## config.mk

```make
export PLATFORM = sky130hd
export DESIGN_NAME = regfile_write_arbiter
export DESIGN_NICKNAME = d
export VERILOG_FILES = /design/src/rtl/regfile_pkg.sv /design/src/rtl/rr_arbiter.sv /design/src/rtl/regfile_write_arbiter.sv
export SDC_FILE = /design/constraint.sdc
export NUM_CORES = 1
export LEC_CHECK = 0
export BUFFER_PORTS_ARGS = -buffer_cell sky130_fd_sc_hd__buf_2
export CORE_AREA = 5 5 84 86
export DETAILED_ROUTE_END_ITERATION = 7
export DIE_AREA = 0 0 89 91
export GPL_ROUTABILITY_DRIVEN = 1
export GPL_TIMING_DRIVEN = 0
export PLACE_DENSITY = 0.79
export SYNTH_ARGS = -nofsm -noshare
export SYNTH_HDL_FRONTEND = slang
export SYNTH_SLANG_ARGS = --single-unit
```

## constraint.sdc

```tcl
create_clock -name clk -period 3.6 [get_ports clk]
set_input_delay 0.9 -clock clk [delete_from_list [all_inputs] [get_ports clk]]
set_output_delay 0.9 -clock clk [all_outputs]
set_load 0.02 [all_outputs]
```

## src/rtl/regfile_pkg.sv

```systemverilog
// Shared register-file constants used by the register file and its write-side arbiter.
package regfile_pkg;

  localparam int REG_COUNT      = 32;
  localparam int REG_BUS_WIDTH  = 32;
  localparam int REG_ADDR_WIDTH = $clog2(REG_COUNT);
  localparam int ZERO_REG       = 0;

endpackage

```

## src/rtl/rr_arbiter.sv

```systemverilog
// One-hot arbiter: round-robin from a stored pointer, or fixed priority with index 0 highest.
module rr_arbiter #(
  parameter int N          = 3,
  parameter bit FIXED_PRIO = 1'b0,
  localparam int PTR_W     = (N > 1) ? $clog2(N) : 1
) (
  input  logic         clk,
  input  logic         rst_n,
  input  logic [N-1:0] req,
  input  logic         advance,
  output logic [N-1:0] grant
);

  logic [PTR_W-1:0] rr_ptr;
  logic [PTR_W-1:0] start;
  logic [PTR_W-1:0] idx;
  logic [PTR_W-1:0] win_idx;
  logic [PTR_W-1:0] next_ptr;
  logic [PTR_W:0]   sum;
  logic             found;

  always_comb begin
    start   = FIXED_PRIO ? '0 : rr_ptr;
    grant   = '0;
    win_idx = '0;
    found   = 1'b0;
    sum     = '0;
    idx     = '0;
    // Scan upward from the start point, wrapping past N-1 back to 0.
    for (int k = 0; k < N; k++) begin
      sum = {1'b0, start} + (PTR_W+1)'(k);
      if (sum >= (PTR_W+1)'(N)) sum = sum - (PTR_W+1)'(N);
      idx = sum[PTR_W-1:0];
      if (!found && req[idx]) begin
        grant[idx] = 1'b1;
        win_idx    = idx;
        found      = 1'b1;
      end
    end
  end

  always_comb begin
    if (win_idx == PTR_W'(N - 1)) next_ptr = '0;
    else                          next_ptr = win_idx + PTR_W'(1);
  end

  always_ff @(posedge clk or negedge rst_n) begin
    if (!rst_n) begin
      rr_ptr <= '0;
    end else if (advance && !FIXED_PRIO) begin
      rr_ptr <= next_ptr;
    end
  end

endmodule

```

## src/rtl/regfile_write_arbiter.sv

```systemverilog
// Shares the register file write port among writeback sources; the winner is registered
// into a single output stage that drives the write port and the hazard-visible pending write.
module regfile_write_arbiter
  import regfile_pkg::*;
#(
  parameter int NUM_REQ    = 3,
  parameter int COUNT      = REG_COUNT,
  parameter int BUS_WIDTH  = REG_BUS_WIDTH,
  parameter bit FIXED_PRIO = 1'b0,
  localparam int ADDR_WIDTH = $clog2(COUNT)
) (
  input  logic                          clk,
  input  logic                          rst_n,
  input  logic [NUM_REQ-1:0]            req_valid,
  input  logic [NUM_REQ*ADDR_WIDTH-1:0] req_addr,
  input  logic [NUM_REQ*BUS_WIDTH-1:0]  req_data,
  output logic [NUM_REQ-1:0]            req_ready,
  input  logic                          freeze,
  output logic                          wr_en,
  output logic [ADDR_WIDTH-1:0]         write_addr,
  output logic [BUS_WIDTH-1:0]          data_in,
  output logic                          pend_valid,
  output logic [ADDR_WIDTH-1:0]         pend_addr
);

  logic [NUM_REQ-1:0]    req_gated;
  logic [NUM_REQ-1:0]    grant;
  logic                  transfer;
  logic [ADDR_WIDTH-1:0] sel_addr;
  logic [BUS_WIDTH-1:0]  sel_data;

  // Ready is forced low during reset so no requester sees a phantom acceptance.
  assign req_gated = (freeze || !rst_n) ? '0 : req_valid;

  rr_arbiter #(
    .N          (NUM_REQ),
    .FIXED_PRIO (FIXED_PRIO)
  ) u_arb (
    .clk     (clk),
    .rst_n   (rst_n),
    .req     (req_gated),
    .advance (transfer),
    .grant   (grant)
  );

  assign req_ready = grant;
  assign transfer  = |grant;

  always_comb begin
    sel_addr = '0;
    sel_data = '0;
    for (int i = 0; i < NUM_REQ; i++) begin
      if (grant[i]) begin
        sel_addr = req_addr[i*ADDR_WIDTH +: ADDR_WIDTH];
        sel_data = req_data[i*BUS_WIDTH +: BUS_WIDTH];
      end
    end
  end

  // A write to the zero register is consumed here and never reaches the write port.
  always_ff @(posedge clk or negedge rst_n) begin
    if (!rst_n) begin
      wr_en      <= 1'b0;
      write_addr <= '0;
      data_in    <= '0;
    end else if (transfer) begin
      wr_en      <= (sel_addr != ADDR_WIDTH'(ZERO_REG));
      write_addr <= sel_addr;
      data_in    <= sel_data;
    end else begin
      wr_en      <= 1'b0;
    end
  end

  assign pend_valid = wr_en;
  assign pend_addr  = write_addr;

endmodule

```

==> out/results.ini <==
[final_layout]
design_area_um2 = 3670
fin_nets = 560
areaGrowthSynthToFinish_pct = 41.2
antenna_cells = 0
drive_above_1_share_pct = 43.9

[placed_design]
post-dp-hpwl_um = 6480
dpl-instance-area_um2 = 3510
port_buffers = 163
gp_congestion = 0.840

[worst_setup_path]
crit_type = reg2out
cp-end-kind = output pin
critPathLaunchType = register
arrival_ps = 2560
cp_max_fo = 10
required_ps = 2700

[global_routing]
overflow = 0
grt_max_degree = 43
grt_first_pass_wirelength_um = 12900
antenna_found_initial = 0
grt_pass1_vias = 2691
grt_util_all_layers_pct = 20.0

[timing]
drv_slew = 0
slew_headroom_pct = 62.5
fin_crit_ps = 3460
fmax_mhz = 289
post-route-period-util_pct = 96.0
clock_skew_ps = 11.1
worst_pin_slew_ps = 559
setup_viol = 0
hold_viol = 0

[pwr]
p_leak_nw = 1.92
vdd_ir_drop_max_v = 0.000454
powerDensity_nw_per_um2 = 830
power_mw = 3.04

[synthesis]
synth.net_count = 391
synth_largest_area_cell = dfrtp_1
yosys_warnings = 0
synthTopCellsByArea = dfrtp_1 (39%), mux2i_1 (13%), a21o_1 (10%), a211oi_1 (9.3%), nor2_1 (5.2%)
synth_edf_count = 0
yosysMostFrequentCell = dfrtp_1
synth_cell_types = 38
ys_seq_elements = 40
yosys_most_used_dff = dfrtp_1
yosysSeqAreaShare_pct = 38.6
ys_top_cells_by_count = dfrtp_1 (40), nor2_1 (36), a21o_1 (35), mux2i_1 (35), a211oi_1 (32)
syn_avg_cell_area_um2 = 9.62
async_flop_share_pct = 100
syn_inst = 270
yosysTopAreaCellShare_pct = 38.6
syn_area_um2 = 2600

[route]
viasPerCell = 5.20
wl_um = 8300
drtAntennaViolNets = 0
first_pass_iters = 4
drt_iter0_markers = 76
post_drt_wl_per_cell_um = 16.1
drc = 0
routed-via-count = 2686

[floorplan]
io-pin-count = 164
dieArea_um2 = 8100
die_w_um = 89
start_util_pct = 41.8
placeableCoreArea_um2 = 6200
fp-row-count = 29
die_h_um = 91

[cts]
cts_hold_buf = 0
cts_root_buf = clkbuf_8
h-tree-depth = 2
cts_tree = done
clkTransAtPathRegs_ps = 90
clock_latency_ps = 290
cts_sinks = 40
cts_buffers = 5
clk_path_buf_depth = 2

[job]
maxCapViolCount = 0

[worst_hold_path]
min_path_type = in2async

[status]
status = complete, no violations

area by class of cell:
class / instances / area, um^2
Buffer: 25 / 166
Clock buffer: 6 / 82.6
Clock inverter: 2 / 38.8
Fill cell: 580 / 2540
Inverter: 6 / 27.5
Multi-Input combinational cell: 196 / 1410
Sequential cell: 40 / 1000
Tap cell: 77 / 96.3
Timing Repair Buffer: 165 / 840
routing by layer:
metal / wire [um] / global-route usage [%] / up-vias
met3: 820 / 5.07 / 4
met5: 0 / 0 / -
met1: 3430 / 25.2 / 1245
met2: 4020 / 34.7 / 117
met4: 39 / 3.35 / 0
li1: - / - / 1320
through the flow:
stage	util [%]	setup TNS [ps]	std cells	hold WS (ps)	setup slack (ps)
after global routing	59.1	-4.00	517	533	-4.00
after detailed placement	56.5	-9620	510	498	-637
after global placement	56.5	-6860	510	488	-625
after floorplan	-	0	270	500	228
final	59.1	0	517	510	143
after CTS	58.6	0	517	514	7.58
worst paths after layout:
check | from | to | slack [ps] | cells after the start
worst min register to register | pend_addr[3]$_DFFE_PN0P_ | pend_addr[3]$_DFFE_PN0P_ | 520 | 2
max in group asynchronous | rst_n | data_in[31]$_DFFE_PN0P_ | 2780 | 1
min in group clk | pend_addr[3]$_DFFE_PN0P_ | pend_addr[3]$_DFFE_PN0P_ | 520 | 2
worst min-delay path | rst_n | data_in[2]$_DFFE_PN0P_ | 510 | 1
worst max register to register | u_arb.rr_ptr[0]$_DFFE_PN0P_ | data_in[20]$_DFFE_PN0P_ | 390 | 11
worst max-delay path | u_arb.rr_ptr[1]$_DFFE_PN0P_ | req_ready[0] | 140 | 10
registers in the layout, summed over array words and instances, names as in the netlist:
name,cells
data_in,32
pend_addr,5
pend_valid,1
u_arb.rr_ptr,2
cells in the final DEF, fill, tap and decap left out, types with 2 or more instances in the layout:
| cell | netlist | routed |
|---|---|---|
| o22ai_1 | 2 | 2 |
| clkbuf_1 | 11 | 9 |
| nor2b_1 | 3 | 2 |
| nand3b_1 | 3 | 3 |
| buf_6 | 5 | 5 |
| nand2_1 | 7 | 7 |
| a21o_1 | 35 | 35 |
| a2bb2oi_1 | 2 | 2 |
| mux2_4 | 2 | 2 |
| a211oi_1 | 32 | 32 |
| a311oi_1 | 2 | 2 |
| inv_1 | 5 | 4 |
| nand3_1 | 5 | 5 |
| buf_2 | 1 | 161 |
| mux2i_1 | 35 | 35 |
| o21a_1 | 3 | 3 |
| dfrtp_1 | 40 | 40 |
| ha_1 | 4 | 4 |
| nor2_1 | 36 | 36 |
| buf_4 | 7 | 10 |
| nand2b_1 | 2 | 2 |
| a21oi_1 | 4 | 4 |
| buf_1 | 4 | 4 |
| clkbuf_8 | 0 | 6 |
| o21ai_0 | 5 | 5 |
worst max-delay path, cell delays in order (launching register included):
cell and delay, ps:
dfrtp_1 430, inv_2 80, ha_1 160, buf_6 140, mux2_4 290, mux2_4 290
nand3b_1 180, a31oi_2 240, buf_4 170, buf_12 140, buf_4 150
where the power goes:
| group | switching [mW] | internal [mW] |
|---|---|---|
| registers | 0.135 | 0.686 |
| logic | 1.01 | 0.822 |
| clock network | 0.162 | 0.227 |
| total | 1.31 | 1.74 |
logic make-up after synthesis:
| kind of cell | Yosys count | synth area share, % |
|---|---|---|
| buffers and inverters | 34 | 7.52 |
| DFF | 40 | 38.6 |
| AOI/OAI and AO/OA | 91 | 25.5 |
| and+or+nand+nor | 63 | 11.5 |
| muxes | 37 | 14.7 |
| adders and majority gates | 5 | 2.31 |
timing repair:
action                     CTS  global route
buffers inserted             1             1
gates resized for setup      2             8
pin swaps                    0             1
setup endpoints to repair    3            23
Power figures use the tool's default switching activity.
